### src/rtl/cnn_accel_pkg.sv
// Shared constants for the CNN accelerator register block: word indices,
// LAYER_CONFIG bit positions, field widths and AHB transfer encodings.
package cnn_accel_pkg;

    localparam int IDX_FRAME_SIZE       = 0;
    localparam int IDX_WIDTH_HEIGHT     = 1;
    localparam int IDX_DELAY_PARAMS     = 2;
    localparam int IDX_BASE_ADDRESS     = 3;
    localparam int IDX_LAYER_CONFIG     = 4;
    localparam int IDX_LAYER_START      = 5;
    localparam int IDX_LAYER_DONE       = 6;
    localparam int IDX_INPUT_IMAGE_BASE = 7;
    localparam int IDX_INPUT_IMAGE_LOAD = 8;

    localparam int LC_IS_FIRST    = 0;
    localparam int LC_IS_LAST     = 1;
    localparam int LC_IS_CONV3X3  = 2;
    localparam int LC_IS_LAST_DUP = 3;
    localparam int LC_INDEX_LSB   = 4;
    localparam int LC_BIAS_LSB    = 8;
    localparam int LC_ACT_LSB     = 13;

    localparam int W_SIZE         = 12;
    localparam int W_FRAME_SIZE   = 25;
    localparam int W_DELAY        = 12;
    localparam int W_BASE_WEIGHT  = 20;
    localparam int W_BASE_PARAM   = 12;
    localparam int W_LAYER_CONFIG = 16;

    typedef enum logic [1:0] {
        HTRANS_IDLE   = 2'b00,
        HTRANS_BUSY   = 2'b01,
        HTRANS_NONSEQ = 2'b10,
        HTRANS_SEQ    = 2'b11
    } htrans_e;

    typedef enum logic {
        SD_IDLE = 1'b0,
        SD_BUSY = 1'b1
    } sd_state_e;

endpackage

### src/rtl/start_done_ctrl.sv
// IDLE/BUSY handshake: a start while idle emits a one-cycle pulse and clears
// the sticky done bit; the engine's done pulse returns to idle and sets it.
module start_done_ctrl
    import cnn_accel_pkg::*;
(
    input  logic i_clk,
    input  logic i_rst,
    input  logic i_start,
    input  logic i_done,
    output logic o_start_pulse,
    output logic o_done
);

    sd_state_e r_state;
    logic      r_pulse;
    logic      r_done;

    // Start is only accepted in IDLE, so a done arriving with a start while
    // BUSY naturally wins; a done in IDLE is dropped.
    always_ff @(posedge i_clk) begin
        if (i_rst) begin
            r_state <= SD_IDLE;
            r_pulse <= 1'b0;
            r_done  <= 1'b0;
        end else begin
            r_pulse <= 1'b0;
            case (r_state)
                SD_IDLE: if (i_start) begin
                    r_state <= SD_BUSY;
                    r_pulse <= 1'b1;
                    r_done  <= 1'b0;
                end
                SD_BUSY: if (i_done) begin
                    r_state <= SD_IDLE;
                    r_done  <= 1'b1;
                end
                default: r_state <= SD_IDLE;
            endcase
        end
    end

    assign o_start_pulse = r_pulse;
    assign o_done        = r_done;

endmodule

### src/rtl/cnn_accel_ahb_regs.sv
// Zero-wait AHB-Lite register file for the CNN accelerator: geometry, base
// addresses, layer config, and start/done handshakes for the core and DMA.
module cnn_accel_ahb_regs
    import cnn_accel_pkg::*;
#(
    parameter int W_ADDR = 32,
    parameter int W_DATA = 32,
    parameter int N_REGS = 21
) (
    input  logic                      HCLK,
    input  logic                      HRESET,
    input  logic                      HSEL,
    input  logic [W_ADDR-1:0]         HADDR,
    input  logic [1:0]                HTRANS,
    input  logic                      HWRITE,
    input  logic [2:0]                HSIZE,
    input  logic [W_DATA-1:0]         HWDATA,
    input  logic                      HREADY,
    output logic                      HREADYOUT,
    output logic                      HRESP,
    output logic [W_DATA-1:0]         HRDATA,
    output logic [W_FRAME_SIZE-1:0]   o_frame_size,
    output logic [W_SIZE-1:0]         o_width,
    output logic [W_SIZE-1:0]         o_height,
    output logic [W_DELAY-1:0]        o_start_up_delay,
    output logic [W_DELAY-1:0]        o_hsync_delay,
    output logic [W_BASE_WEIGHT-1:0]  o_base_weight,
    output logic [W_BASE_PARAM-1:0]   o_base_param,
    output logic [W_LAYER_CONFIG-1:0] o_layer_config,
    output logic                      o_layer_start,
    input  logic                      i_layer_done,
    output logic [31:0]               o_image_base,
    output logic                      o_image_load,
    input  logic                      i_image_load_done
);

    localparam int W_REGS = $clog2(N_REGS);

    logic                      r_sel_q;
    logic                      r_write_q;
    logic [W_REGS-1:0]         r_idx_q;
    logic [W_FRAME_SIZE-1:0]   r_frame_size;
    logic [W_SIZE-1:0]         r_width;
    logic [W_SIZE-1:0]         r_height;
    logic [W_DELAY-1:0]        r_start_up_delay;
    logic [W_DELAY-1:0]        r_hsync_delay;
    logic [W_BASE_WEIGHT-1:0]  r_base_weight;
    logic [W_BASE_PARAM-1:0]   r_base_param;
    logic [W_LAYER_CONFIG-1:0] r_layer_config;
    logic [31:0]               r_image_base;

    logic              w_wr;
    logic              w_layer_start;
    logic              w_image_load;
    logic              w_layer_done;
    logic              w_load_done;
    logic [W_DATA-1:0] w_rdata;
    logic              w_unused;

    assign w_unused = ^{HSIZE, HTRANS[0], HADDR[W_ADDR-1:W_REGS+2], HADDR[1:0]};

    // Address phase; IDLE/BUSY transfers leave r_sel_q low so nothing commits.
    always_ff @(posedge HCLK) begin
        if (HRESET) begin
            r_sel_q   <= 1'b0;
            r_write_q <= 1'b0;
            r_idx_q   <= '0;
        end else if (HREADY) begin
            r_sel_q   <= HSEL & HTRANS[1];
            r_write_q <= HWRITE;
            r_idx_q   <= HADDR[W_REGS+1:2];
        end
    end

    assign w_wr          = r_sel_q & r_write_q & HREADY;
    assign w_layer_start = w_wr & (r_idx_q == W_REGS'(IDX_LAYER_START))      & HWDATA[0];
    assign w_image_load  = w_wr & (r_idx_q == W_REGS'(IDX_INPUT_IMAGE_LOAD)) & HWDATA[0];

    always_ff @(posedge HCLK) begin
        if (HRESET) begin
            r_frame_size     <= '0;
            r_width          <= '0;
            r_height         <= '0;
            r_start_up_delay <= '0;
            r_hsync_delay    <= '0;
            r_base_weight    <= '0;
            r_base_param     <= '0;
            r_layer_config   <= '0;
            r_image_base     <= '0;
        end else if (w_wr) begin
            case (r_idx_q)
                W_REGS'(IDX_FRAME_SIZE): r_frame_size <= HWDATA[W_FRAME_SIZE-1:0];
                W_REGS'(IDX_WIDTH_HEIGHT): begin
                    r_width  <= HWDATA[0 +: W_SIZE];
                    r_height <= HWDATA[16 +: W_SIZE];
                end
                W_REGS'(IDX_DELAY_PARAMS): begin
                    r_start_up_delay <= HWDATA[0 +: W_DELAY];
                    r_hsync_delay    <= HWDATA[12 +: W_DELAY];
                end
                W_REGS'(IDX_BASE_ADDRESS): begin
                    r_base_weight <= HWDATA[0 +: W_BASE_WEIGHT];
                    r_base_param  <= HWDATA[20 +: W_BASE_PARAM];
                end
                W_REGS'(IDX_LAYER_CONFIG):     r_layer_config <= HWDATA[W_LAYER_CONFIG-1:0];
                W_REGS'(IDX_INPUT_IMAGE_BASE): r_image_base   <= HWDATA[31:0];
                default: ;
            endcase
        end
    end

    start_done_ctrl u_layer_ctrl (
        .i_clk         (HCLK),
        .i_rst         (HRESET),
        .i_start       (w_layer_start),
        .i_done        (i_layer_done),
        .o_start_pulse (o_layer_start),
        .o_done        (w_layer_done)
    );

    start_done_ctrl u_dma_ctrl (
        .i_clk         (HCLK),
        .i_rst         (HRESET),
        .i_start       (w_image_load),
        .i_done        (i_image_load_done),
        .o_start_pulse (o_image_load),
        .o_done        (w_load_done)
    );

    always_comb begin
        w_rdata = '0;
        if (r_sel_q && !r_write_q) begin
            case (r_idx_q)
                W_REGS'(IDX_FRAME_SIZE): w_rdata[W_FRAME_SIZE-1:0] = r_frame_size;
                W_REGS'(IDX_WIDTH_HEIGHT): begin
                    w_rdata[0 +: W_SIZE]  = r_width;
                    w_rdata[16 +: W_SIZE] = r_height;
                end
                W_REGS'(IDX_DELAY_PARAMS): begin
                    w_rdata[0 +: W_DELAY]  = r_start_up_delay;
                    w_rdata[12 +: W_DELAY] = r_hsync_delay;
                end
                W_REGS'(IDX_BASE_ADDRESS): begin
                    w_rdata[0 +: W_BASE_WEIGHT] = r_base_weight;
                    w_rdata[20 +: W_BASE_PARAM] = r_base_param;
                end
                W_REGS'(IDX_LAYER_CONFIG):     w_rdata[W_LAYER_CONFIG-1:0] = r_layer_config;
                W_REGS'(IDX_LAYER_DONE):       w_rdata[0] = w_layer_done;
                W_REGS'(IDX_INPUT_IMAGE_BASE): w_rdata[31:0] = r_image_base;
                W_REGS'(IDX_INPUT_IMAGE_LOAD): w_rdata[0] = w_load_done;
                default: ;
            endcase
        end
    end

    assign HRDATA           = w_rdata;
    assign HREADYOUT        = 1'b1;
    assign HRESP            = 1'b0;
    assign o_frame_size     = r_frame_size;
    assign o_width          = r_width;
    assign o_height         = r_height;
    assign o_start_up_delay = r_start_up_delay;
    assign o_hsync_delay    = r_hsync_delay;
    assign o_base_weight    = r_base_weight;
    assign o_base_param     = r_base_param;
    assign o_layer_config   = r_layer_config;
    assign o_image_base     = r_image_base;

endmodule

### config.mk
export PLATFORM = sky130hd
export DESIGN_NAME = cnn_accel_ahb_regs
export DESIGN_NICKNAME = d
export VERILOG_FILES = /design/src/rtl/cnn_accel_pkg.sv /design/src/rtl/start_done_ctrl.sv /design/src/rtl/cnn_accel_ahb_regs.sv
export SDC_FILE = /design/constraint.sdc
export NUM_CORES = 1
export LEC_CHECK = 0
export CAP_MARGIN = 20
export CELL_PAD_IN_SITES_DETAIL_PLACEMENT = 0
export CELL_PAD_IN_SITES_GLOBAL_PLACEMENT = 2
export CORE_MARGIN = 5
export CORE_UTILIZATION = 22
export DETAILED_ROUTE_END_ITERATION = 12
export PLACE_DENSITY_LB_ADDON = 0.08
export SLEW_MARGIN = 25
export SYNTH_ARGS = -nofsm -noshare
export SYNTH_HDL_FRONTEND = slang
export SYNTH_SLANG_ARGS = --single-unit
### constraint.sdc
create_clock -name HCLK -period 2.15 [get_ports HCLK]
set_clock_uncertainty 0.2 [all_clocks]
set_input_delay 0.3225 -clock HCLK [delete_from_list [all_inputs] [get_ports HCLK]]
set_output_delay 0.3225 -clock HCLK [all_outputs]
set_load 0.02 [all_outputs]
Word level (Yosys, flattened, before mapping):

Index checks and enable logic that the tools add are counted.

* output and inout port bits: 189
* word-level logic and storage cells: 72
* bits in registers: 166
* input bits: 76

* reductions and logical operators: 13
* equal/unequal tests: 12
* bitwise operators: 9
* mux-type cells: 20

Operators by type and width (number)
* $pmux W11 S6: 1
* $pmux W8 S5: 1
* $mux W32: 1
* $eq A5 B3 Y1 const B: 4
* $pmux W4 S5: 1
* $reduce_and A2 Y1: 8
* $eq A5 B2 Y1 const B: 2
* $pmux W3 S3: 1
* $mux W1: 8
* $pmux W1 S2: 4
* $pmux W1 S8: 1
* $pmux W4 S2: 1
* $and A1 B1 Y1: 7
* $eq A5 B1 Y1 const B: 1
* $eq A5 B4 Y1 const B: 1
* $logic_not A5 Y1: 1
* $ne A2 B1 Y1 const B: 2
* $ne A2 B2 Y1 const B: 2
* $pmux W1 S4: 1
* $reduce_or A2 Y1: 2
* $not A1 Y1: 2
* $logic_and A1 B1 Y1: 1
* $logic_not A1 Y1: 1

Longest topological paths before layout:

Gate-level depths: netlist of run 1.

* depth after elaboration: 6
* depth in mapped cells: 8
* depth with buffers taken out: 4

Modules after synthesis:

A second synthesis of run 1 with hierarchy kept.

* cells, all modules: 916
* area, all modules: 7428.4 um^2

By module, submodules not included
* cnn_accel_ahb_regs: cells each 896, sequential area each 3203.1 um^2, instances 1, area each 7213.2 um^2
* start_done_ctrl: cells each 10, sequential area each 60.1 um^2, instances 2, area each 107.6 um^2

Worst setup path after synthesis of run 1:

No wires, ideal clock.

* kind: reg-to-output
* from: reg r_idx_q[0]
* to: out HRDATA[7]
* slack: -0.201 ns
* arrival: 1.829 ns
* path buffers: 2
* data required time: 1.627 ns
* stages on the path, launching flop included: 6
* path through: dfxtp_1 -> buf_2 -> nor4b_1 -> clkbuf_1 -> a22oi_1 -> a21oi_1

* longest elaborated chain between the ends: 3
* elaborated cells on any way between the ends: 8
* those cells by class: eq/ne (5); mux (2); reduce/logical (1)

RTL lines
* start, declared: line cnn_accel_ahb_regs.sv:41 `logic [W_REGS-1:0] r_idx_q;`
* start signal, assigned: line cnn_accel_ahb_regs.sv:71 `r_idx_q <= HADDR[W_REGS+1:2];`
* $eq A5 B3 Y1, or another cell as far along: line cnn_accel_ahb_regs.sv:133 `case (r_idx_q)`
* $pmux W11 S6 (*): line cnn_accel_ahb_regs.sv:133
* $mux W32 (*): line cnn_accel_ahb_regs.sv:132 `if (r_sel_q && !r_write_q) begin`
* end, declared: line cnn_accel_ahb_regs.sv:21 `output logic [W_DATA-1:0] HRDATA,`

Mark *: on every way between the ends. The rest lies on a longest branch, timed or not.

Final worst setup path of run 1:

* from: reg r_idx_q[0]
* to: out HRDATA[0]

* longest elaborated chain between the ends: 3
* elaborated cells on any way between the ends: 10
* those cells by class: eq/ne (7); mux (2); reduce/logical (1)

RTL lines (line)
* $eq A5 B4 Y1, or another cell as far along: cnn_accel_ahb_regs.sv:133
* $pmux W1 S8 (*): cnn_accel_ahb_regs.sv:133
* $mux W32 (*): cnn_accel_ahb_regs.sv:132

Marks and branches as above.

==> flow_metrics.py, run 1 <==
metrics = {
    "grt": {
        "grt_pass1_vias": 7662,
        "track_usage": 0.1896,
        "grt_max_degree": 37,
        "grt_overflow": 0,
        "antenna_found_initial": 1,
        "grt_first_pass_wirelength_mm": 51.45,
    },
    "layout": {
        "fin_area_um2": 12300,
        "final_util": 0.3789,
        "layout-drive-gt1-share": 0.2751,
        "final_nets": 1310,
        "antenna_cells": 0,
        "area_growth_pct": 70.43,
    },
    "synth": {
        "synth_edf_count": 0,
        "syn-num-nets": 988,
        "netlist_area_um2": 7216,
        "syn_inst": 912,
        "synth_cell_types": 41,
        "syn_avg_cell_area_um2": 7.912,
        "ys_warn_count": 0,
        "synth_top_area_cell": "dfxtp_1",
        "synthArstFlopShare": 0,
        "synthFlopType": "dfxtp_1",
        "synth_area_leaders": "dfxtp_1 (46%), nand2_1 (16%), a21oi_1 (11%)",
        "ys_ff_latch": 166,
        "yosysTopAreaCellShare": 0.4606,
        "yosysSeqAreaShare": 0.4606,
    },
    "worst_hold_path": {
        "min_from": "HRESET",
        "hold_depth": 2,
        "hp-class": "input port to flip-flop",
        "whs_endpoint": "o_image_base[17]",
    },
    "routing": {
        "drt_wl_total_mm": 35.75,
        "firstDrtPassIters": 4,
        "wl_per_cell_um": 21.17,
        "vias": 7634,
        "drtIter0Drc": 475,
        "dr_wl_met2_mm": 16.34,
        "highest_layer": "met5",
        "drc": 0,
        "ant_nets": 0,
        "viasPerCell": 4.520,
        "met1_length_mm": 16.74,
        "route.met3.wl_mm": 2.237,
    },
    "place": {
        "placed_cell_area_um2": 11240,
        "gp_congestion": 0.7749,
        "numPortBuffers": 231,
        "dp_hpwl_mm": 25.19,
    },
    "worst_setup_path": {
        "cp.required_ns": 1.63,
        "reg2reg_from": "r_idx_q[0]",
        "worstReg2RegEnd": "o_image_base[27]",
        "critical_path.max_fanout": 4,
        "worstSetupPathType": "flip-flop to output pin",
        "worstPathArrival_ns": 2.13,
        "worst_r2r_path_depth": 6,
        "crit_path_start_kind": "flip-flop",
        "r2r_slack_ns": 0.10,
        "end_kind": "output pin",
    },
    "pwr": {
        "sequentialPowerShare": 0.448,
        "power_leakage_nw": 4.217,
        "ir_drop_v": 0.0005220,
        "pwr-share-comb": 0.092,
        "p_int_w": 0.005187,
        "p_per_area_nw_per_um2": 562.2,
        "swShare": 0.2498,
        "netSwitchingPower_w": 0.001727,
        "pwr-share-clk": 0.460,
    },
    "flow_run": {
        "maxCapViolations": 0,
    },
    "clock_network": {
        "cts_hold_buf": 0,
        "htreeDepth": 4,
        "clk_latency_ns": 0.44,
        "cts_tree": "yes",
        "cts_made_buffers": 17,
        "cts.path.max_buffers": 2,
        "path_clk_slew_ns": 0.07,
        "numClockSinks": 166,
        "root_buffer": "clkbuf_16",
    },
    "run_status": {
        "violations": "negative setup slack",
        "outcome": "finished, violations left",
    },
    "sta": {
        "min_period_over_period": 1.232,
        "holdWs_ns": 0.06008,
        "period_needed_ns": 2.650,
        "hold_violations": 0,
        "fmax_mhz": 377.4,
        "setup_viol": 32,
        "setup_tns_ns": -12.92,
        "slew_violations": 0,
        "layout_setup_ws_ns": -0.4998,
        "rsz0062_at_grt": "yes",
    },
    "die": {
        "fp.coreArea_um2": 32450,
        "start_util": 0.2223,
        "rows": 66,
        "die_h_um": 191.1,
        "die_area_um2": 36520,
        "dieWidth_um": 191.1,
        "ios": 265,
    },
}
==> sequential cells by signal (all words and copies together), names as in the netlist, 5 cells and up <==
signal	cells
o_layer_config	16
o_width	12
o_hsync_delay	12
o_base_weight	20
o_height	12
o_base_param	12
o_start_up_delay	12
o_image_base	32
o_frame_size	25
r_idx_q	5
==> worst max-delay path, cell delays in order, from the launching register on <==
cell	delay, ns
dfxtp_2	0.35
or3b_4	0.43
nor2_4	0.20
buf_12	0.17
a32oi_1	0.07
a31oi_2	0.27
buf_4	0.20
==> power by group through the flow <==
stage / Sequential (W) / Combinational, W / Clock [W]
6_report: 0.00310 / 0.000636 / 0.00318
5_1_grt: 0.00310 / 0.000670 / 0.00340
4_1_cts: 0.00309 / 0.000623 / 0.00329
3_5_place_dp: 0.00316 / 0.000553 / 0
3_3_place_gp: 0.00317 / 0.000558 / 0
2_1_floorplan: 0.00316 / 0.000194 / 0
==> placed cells by master, fill, tap and decap left out, drive strengths merged, types with 2 or more instances in the layout <==
cell	count
clkinv	4
nand4	2
inv	2
a31oi	3
or3	4
a222oi	12
conb	2
mux2	35
nand3	7
o21ai	4
a21oi	172
bufinv	2
mux2i	17
dfxtp	166
and3	3
a22oi	20
a32oi	2
a2bb2oi	6
nand2	313
nor3	7
nor2b	5
buf	173
nor4	2
clkdlybuf4s50	198
nor2	40
clkinvlp	2
and2	4
nor3b	2
nand2b	6
clkbuf	24
==> area by class of cell <==
cell class	count	area, µm²
clock buffers	22	474.2
multi-input cells	676	3910
repair buffers	373	3908
clock inverters	10	120.1
fillers	3332	20160
well taps	442	553.0
flip-flops and latches	166	3333
==> how the worst max path moves through the flow <==
stage                    start    endpoint  slack (ns)  cells after the start
finish              r_idx_q[0]   HRDATA[0]       -0.50                      6
global placement    r_idx_q[4]  HRDATA[25]       -0.57                      5
floorplan           r_idx_q[4]   HRDATA[1]       0.003                      7
global route        r_idx_q[4]  HRDATA[10]       -0.55                      7
detailed placement  r_idx_q[4]   HRDATA[6]       -0.61                      7
CTS                 r_idx_q[0]   HRDATA[8]       -0.49                      7
==> Yosys cell counts (2+ instances only) <==
cell       number
and3_1          3
buf_2          20
buf_4           2
nand4_1         2
nor2_1         40
buf_6           5
nand3_1         7
nand2_2        10
or3_1           4
nor2b_1         5
a222oi_1       12
a21oi_2        10
a22oi_1        20
mux2i_1        17
mux2_2         35
conb_1          2
a31oi_1         3
clkbuf_1       41
nand2b_1        6
nor4_1          2
nand2_1       303
and2_1          4
nor3b_1         2
a21oi_1       162
nor3_2          4
a32oi_1         2
dfxtp_1       166
a2bb2oi_1       6
o21ai_0         4
nor3_1          2
==> through the flow <==
step | instances | total power, W | worst slack (ns)
global route | 1689 | 0.007171 | -0.5499
finish | 1689 | 0.006914 | -0.4998
global placement | 1644 | 0.003723 | -0.5704
detailed placement | 1644 | 0.003718 | -0.6093
floorplan | 912 | 0.003355 | 0.002834
CTS | 1683 | 0.007004 | -0.4934
==> per-layer routing <==
metal | vias to the layer above | track usage
li1 | 3738 | -
met1 | 3647 | 0.2594
met3 | 25 | 0.05040
met4 | 2 | 0.04006
met2 | 222 | 0.3019
met5 | - | 0
==> cells by family after synthesis <==
| logic type | after synthesis | share of synthesized area |
|---|---|---|
| and+or+nand+nor | 399 | 0.2303 |
| AOI/OAI and AO/OA | 222 | 0.1805 |
| DFF | 166 | 0.4606 |
| buffers and inverters | 70 | 0.04630 |
| muxes | 53 | 0.08132 |
| other | 2 | 0.001041 |
==> timing repair <==
item                       in CTS  in global routing
setup endpoints to repair      64                 64
gates cloned                    2                  2
buffers inserted                7                  5
resized for setup             211                 32
pin swaps                      24                 26
(Power assumes the default switching activity.)
==> inputs of run 2 (changes only) <==
--- a/config.mk
+++ b/config.mk
@@ -9,10 +9,11 @@
 export CELL_PAD_IN_SITES_DETAIL_PLACEMENT = 0
 export CELL_PAD_IN_SITES_GLOBAL_PLACEMENT = 2
 export CORE_MARGIN = 5
-export CORE_UTILIZATION = 22
+export CORE_UTILIZATION = 23
 export DETAILED_ROUTE_END_ITERATION = 12
 export PLACE_DENSITY_LB_ADDON = 0.08
 export SLEW_MARGIN = 25
 export SYNTH_ARGS = -nofsm -noshare
 export SYNTH_HDL_FRONTEND = slang
+export SYNTH_HIERARCHICAL = 1
 export SYNTH_SLANG_ARGS = --single-unit
==> flow_metrics.py, run 2 <==
metrics = {
    "run_status": {
        "outcome": "finished, violations left",
        "violations": "negative setup slack",
    },
    "grt": {
        "grt_max_degree": 46,
        "grt_first_pass_wirelength_mm": 52.42,
        "use_met2": 0.3145,
        "grt_overflow": 0,
        "use_met3": 0.03670,
        "grt.busiest_layer": "met2",
        "grt_pass1_vias": 7855,
        "gr-usage-met1": 0.2656,
        "track_usage": 0.1940,
        "antenna_found_initial": 0,
    },
    "sta": {
        "setup_viol": 32,
        "rsz0062_at_grt": "yes",
        "fmax_mhz": 391.9,
        "period_needed_ns": 2.552,
        "hold_violations": 0,
        "layout_setup_ws_ns": -0.4018,
        "slew_violations": 0,
        "tightestPinTransition_ns": 0.5497,
        "min_period_over_period": 1.187,
        "slew_headroom": 0.6335,
    },
    "layout": {
        "final_util": 0.3874,
        "nFillCells": 3279,
        "antenna_cells": 0,
        "area_growth_pct": 65.40,
        "largest_reg_flops": 32,
        "layout_commonest_cell": "nand2_1",
        "layout-drive-gt1-share": 0.2934,
        "final_nets": 1314,
        "most-common-layout-cells": "nand2_1 (316), clkdlybuf4s50_1 (198), dfxtp_1 (161), buf_4 (109), a21oi_1 (108)",
    },
    "synth": {
        "synth_top_cells_by_count": "nand2_1 (318), dfxtp_1 (166), a21oi_1 (127)",
        "synth_edf_count": 0,
        "yosysMostFrequentCell": "nand2_1",
        "synth_top_area_cell": "dfxtp_1",
        "synth_cell_types": 43,
        "synthArstFlopShare": 0,
        "netlist_area_um2": 7428,
        "ys_ff_latch": 166,
        "syn-num-nets": 992,
        "synth_area_leaders": "dfxtp_1 (45%), nand2_1 (16%), a21oi_1 (8.6%)",
        "yosysSeqAreaShare": 0.4474,
        "ys_warn_count": 6,
        "yosysTopAreaCellShare": 0.4474,
        "syn_avg_cell_area_um2": 8.110,
        "synthFlopType": "dfxtp_1",
        "syn_inst": 916,
    },
    "pwr": {
        "ir_drop_v": 0.0005280,
        "power_leakage_nw": 4.101,
        "p_per_area_nw_per_um2": 555.8,
        "power_w": 0.006829,
    },
    "die": {
        "rows": 65,
        "ios": 265,
        "dieWidth_um": 189.7,
        "fp.coreArea_um2": 31720,
        "die_area_um2": 35990,
        "die_h_um": 189.7,
        "start_util": 0.2342,
    },
    "clock_network": {
        "clk_latency_ns": 0.43,
        "numClockSinks": 166,
        "path_clk_slew_ns": 0.07,
        "cts_made_buffers": 17,
        "cts.path.max_buffers": 2,
        "root_buffer": "clkbuf_16",
        "cts_tree": "yes",
        "htreeDepth": 4,
    },
    "worst_setup_path": {
        "worstSetupPathType": "flip-flop to output pin",
        "end_kind": "output pin",
        "cp.required_ns": 1.63,
        "worstPathArrival_ns": 2.03,
        "critical_path.max_fanout": 8,
        "crit_path_start_kind": "flip-flop",
    },
    "routing": {
        "ant_nets": 0,
        "viasPerCell": 4.636,
        "vias": 7663,
        "drt_wl_total_mm": 35.27,
        "wl_per_cell_um": 21.34,
        "drc": 0,
        "firstDrtPassIters": 5,
        "drtIter0Drc": 377,
    },
    "place": {
        "dp_hpwl_mm": 25.22,
        "numPortBuffers": 231,
        "gp_congestion": 0.7761,
    },
    "flow_run": {
        "maxCapViolations": 0,
    },
    "worst_hold_path": {
        "hp-class": "input port to flip-flop",
    },
}
==> run 2: area by class of cell <==
| cell class | instances | area [µm²] | area share |
|---|---|---|---|
| flip-flops and latches | 166 | 3337 | 0.2716 |
| multi-input cells | 681 | 4061 | 0.3305 |
| clock buffers | 18 | 429.2 | 0.03493 |
| clock inverters | 14 | 136.4 | 0.01110 |
| repair buffers | 372 | 3820 | 0.3109 |
| well taps | 402 | 503.0 | 0.04094 |
==> run 2: worst paths after layout <==
path / to / startpoint / slack (ns) / cells after the start
max reg2reg: o_base_weight[2] / r_idx_q[0] / 0.09 / 8
min reg2reg: o_layer_config[7] / o_layer_config[7] / 0.28 / 2
max: HRDATA[15] / r_idx_q[0] / -0.40 / 6
min: o_base_param[6] / HRESET / 0.12 / 2
==> run 2: cell families after synthesis <==
family,Yosys count,synth area share
DFF,166,0.4474
buffers and inverters,69,0.05222
and+or+nand+nor,402,0.2351
other,2,0.001011
muxes,35,0.05289
AOI/OAI and AO/OA,242,0.2114
==> run 2: through the flow <==
| stage | std cells | instance area [µm²] | setup TNS (ns) | hold slack, ns | setup slack [ns] |
|---|---|---|---|---|---|
| 2_1_floorplan | 916 | 7535 | -0.1262 | 0.1920 | -0.01886 |
| 5_1_grt | 1653 | 12290 | -13.27 | 0.1293 | -0.4695 |
| 3_3_place_gp | 1609 | 11320 | -14.61 | 0.2634 | -0.6670 |
| 4_1_cts | 1649 | 12150 | -12.18 | 0.1058 | -0.4370 |
| 6_report | 1653 | 12290 | -10.75 | 0.1178 | -0.4018 |
| 3_5_place_dp | 1609 | 11320 | -15.02 | 0.2680 | -0.6960 |
==> run 2: repair_timing <==
| action | in CTS | in global routing |
|---|---|---|
| resized for setup | 225 | 26 |
| cloned | 1 | 1 |
| buffers inserted | 7 | 3 |
| pin swaps | 25 | 11 |
| endpoints found under the hold margin | 0 | 0 |
| endpoints found under the setup margin | 32 | 55 |
| hold buffers | 0 | 0 |
==> run 2: layer usage <==
metal	vias to the layer above	share of wire
met5	-	0
li1	3767	-
met2	186	0.47
met1	3690	0.47
met3	20	0.042
met4	0	0.013
==> run 2: report_power, final <==
part	total, W	switching [W]	leakage (nW)	internal (W)
sequential	0.00310	0.0000155	1.34	0.00308
clock	0.00306	0.00143	0.269	0.00162
combinational	0.000677	0.000371	2.49	0.000307
==> run 2: critical path, cell delays in order, from the launching register on <==
cell,delay [ns]
dfxtp_4,0.37
or3b_4,0.44
nor2_4,0.16
buf_12,0.16
a222oi_1,0.11
a21oi_2,0.19
buf_4,0.17
==> inputs of run 3 (changes only) <==
--- a/config.mk
+++ b/config.mk
@@ -5,11 +5,10 @@
 export SDC_FILE = /design/constraint.sdc
 export NUM_CORES = 1
 export LEC_CHECK = 0
-export CAP_MARGIN = 20
 export CELL_PAD_IN_SITES_DETAIL_PLACEMENT = 0
 export CELL_PAD_IN_SITES_GLOBAL_PLACEMENT = 2
 export CORE_MARGIN = 5
-export CORE_UTILIZATION = 23
+export CORE_UTILIZATION = 25
 export DETAILED_ROUTE_END_ITERATION = 12
 export PLACE_DENSITY_LB_ADDON = 0.08
 export SLEW_MARGIN = 25
==> constraint.sdc (replaced) <==
create_clock -name HCLK -period 2.6 [get_ports HCLK]
set_clock_uncertainty 0.2 [all_clocks]
set_input_delay 0.39 -clock HCLK [delete_from_list [all_inputs] [get_ports HCLK]]
set_output_delay 0.39 -clock HCLK [all_outputs]
set_load 0.05 [all_outputs]
==> flow_metrics.py, run 3 (synthesis results as in run 2) <==
metrics = {
    "worst_setup_path": {
        "worstSetupPathType": "flip-flop to output pin",
        "worstPathArrival_ns": 2.15,
        "crit_slowest_cell": "or3b_4",
        "cp.required_ns": 2.01,
        "path_cells": "or3b_4, nor2_4, buf_12, buf_12, a222oi_1, a21oi_2, buf_12",
        "cp_common_cell": "buf_12",
        "path_buf_inv": 3,
        "crit_family": "simple AND/OR/NAND/NOR gates",
        "critical_path.max_fanout": 8,
        "crit_path_start_kind": "flip-flop",
        "slowest_delay_ns": 0.47,
        "end_kind": "output pin",
    },
    "routing": {
        "wl_per_cell_um": 21.53,
        "firstDrtPassIters": 5,
        "vias": 7550,
        "viasPerCell": 4.737,
        "drt_wl_total_mm": 34.32,
        "drtIter0Drc": 355,
        "ant_nets": 0,
        "drc": 0,
    },
    "layout": {
        "area_growth_pct": 62.64,
        "most-common-layout-cells": "nand2_1 (316), clkdlybuf4s50_1 (198), dfxtp_1 (161), a21oi_1 (107), a21oi_2 (70)",
        "final_nets": 1267,
        "layout-drive-gt1-share": 0.2733,
        "layout_commonest_cell": "nand2_1",
        "fin_cells": 1594,
        "antenna_cells": 0,
        "largest_reg_flops": 32,
    },
    "sta": {
        "rsz0062_at_grt": "yes",
        "setup_viol": 29,
        "slew_violations": 0,
        "tightestPinTransition_ns": 0.5958,
        "layout_setup_ws_ns": -0.1366,
        "period_needed_ns": 2.737,
        "slew_headroom": 0.6016,
        "fmax_mhz": 365.4,
        "hold_violations": 0,
        "min_period_over_period": 1.053,
    },
    "grt": {
        "grt_pass1_vias": 7684,
        "antenna_found_initial": 0,
        "grt_max_degree": 53,
        "track_usage": 0.2030,
        "grt_first_pass_wirelength_mm": 51.38,
        "grt_overflow": 0,
    },
    "die": {
        "ios": 265,
        "dieWidth_um": 182.4,
        "fp.coreArea_um2": 29480,
        "die_area_um2": 33260,
        "die_h_um": 182.4,
        "start_util": 0.2520,
        "rows": 63,
    },
    "clock_network": {
        "cts_made_buffers": 17,
        "htreeDepth": 4,
        "numClockSinks": 166,
        "cts_tree": "yes",
        "path_clk_slew_ns": 0.07,
        "clk_latency_ns": 0.42,
        "root_buffer": "clkbuf_16",
        "cts.path.max_buffers": 2,
    },
    "pwr": {
        "power_leakage_nw": 3.824,
        "ir_drop_v": 0.0004501,
        "p_per_area_nw_per_um2": 451.9,
    },
    "place": {
        "place_ws_ns": 0.1838,
        "gp_congestion": 0.7682,
        "numPortBuffers": 231,
        "placed_cells": 1537,
        "dp_hpwl_mm": 23.18,
    },
    "run_status": {
        "violations": "negative setup slack",
        "outcome": "finished, violations left",
    },
    "worst_hold_path": {
        "hp-class": "input port to flip-flop",
    },
    "flow_run": {
        "maxCapViolations": 0,
    },
}
run 3: cell count changes in the layout (fill, tap and decap cells not counted), sizes merged:
cell      delta
buf         -46
inv          -3
clkinvlp     +2
bufinv       -1
clkinv       +1
run 3: worst paths after layout:
| path | slack (ns) | cells after the start | endpoint | start |
|---|---|---|---|---|
| min reg2reg | 0.27 | 2 | o_image_base[5] | o_image_base[5] |
| max | -0.14 | 7 | HRDATA[12] | r_idx_q[3] |
| max reg2reg | 0.50 | 9 | o_width[0] | r_idx_q[4] |
| min | 0.19 | 2 | u_layer_ctrl/o_start_pulse | HRESET |
run 3: metrics by stage:
stage	power, W	TNS (ns)	area, µm²	hold WS (ns)	utilization
finish	0.005459	-2.032	12080	0.1930	0.4098
global route	0.005675	-4.180	12080	0.1920	0.4098
CTS	0.005527	-3.788	11960	0.1783	0.4057
detailed placement	0.003067	0	10990	0.2638	0.3728
global placement	0.003069	0	10990	0.2570	0.3728
floorplan	0.002797	-0.004013	7528	0.2455	-
run 3: where the power goes:
group | switching (W) | internal [W] | total (W) | leakage (nW)
Combinational | 0.000301 | 0.000215 | 0.000516 | 2.24
Clock | 0.00115 | 0.00124 | 0.00238 | 0.248
Sequential | 0.0000142 | 0.00255 | 0.00256 | 1.34
Total | 0.00146 | 0.00400 | 0.00546 | 3.82
run 3: layout make-up:
type / count / area [µm²]
fill: 3015 / 17400
tap: 390 / 488.0
clock inverter: 13 / 98.84
clock buffer: 19 / 432.9
timing repair buffer: 325 / 3607
sequential: 166 / 3339
multi-input combinational: 681 / 4115
run 3: worst register-to-register path, cell delays in order, from the launching register on:
cell     delay [ns]
dfxtp_4        0.35
buf_4          0.13
buf_4          0.17
nor3b_4        0.22
buf_6          0.18
buf_4          0.12
nand3_2        0.18
buf_12         0.25
nand2_1        0.10
a21oi_2        0.05
run 3: what timing repair did:
item | in CTS | in global routing
hold endpoints to repair | 0 | 0
resized for setup | 50 | 27
buffers inserted | 19 | 6
cloned | 1 | 1
setup endpoints to repair | 32 | 32
hold buffers | 0 | 0
pin swaps | 29 | 24
run 3: routing by layer:
layer	wire length (µm)	GRT usage	vias up
li1	-	-	3662
met1	15650	0.2676	3694
met2	16590	0.3443	177
met3	1566	0.04325	17
met4	522	0.04143	0
met5	0	0	-
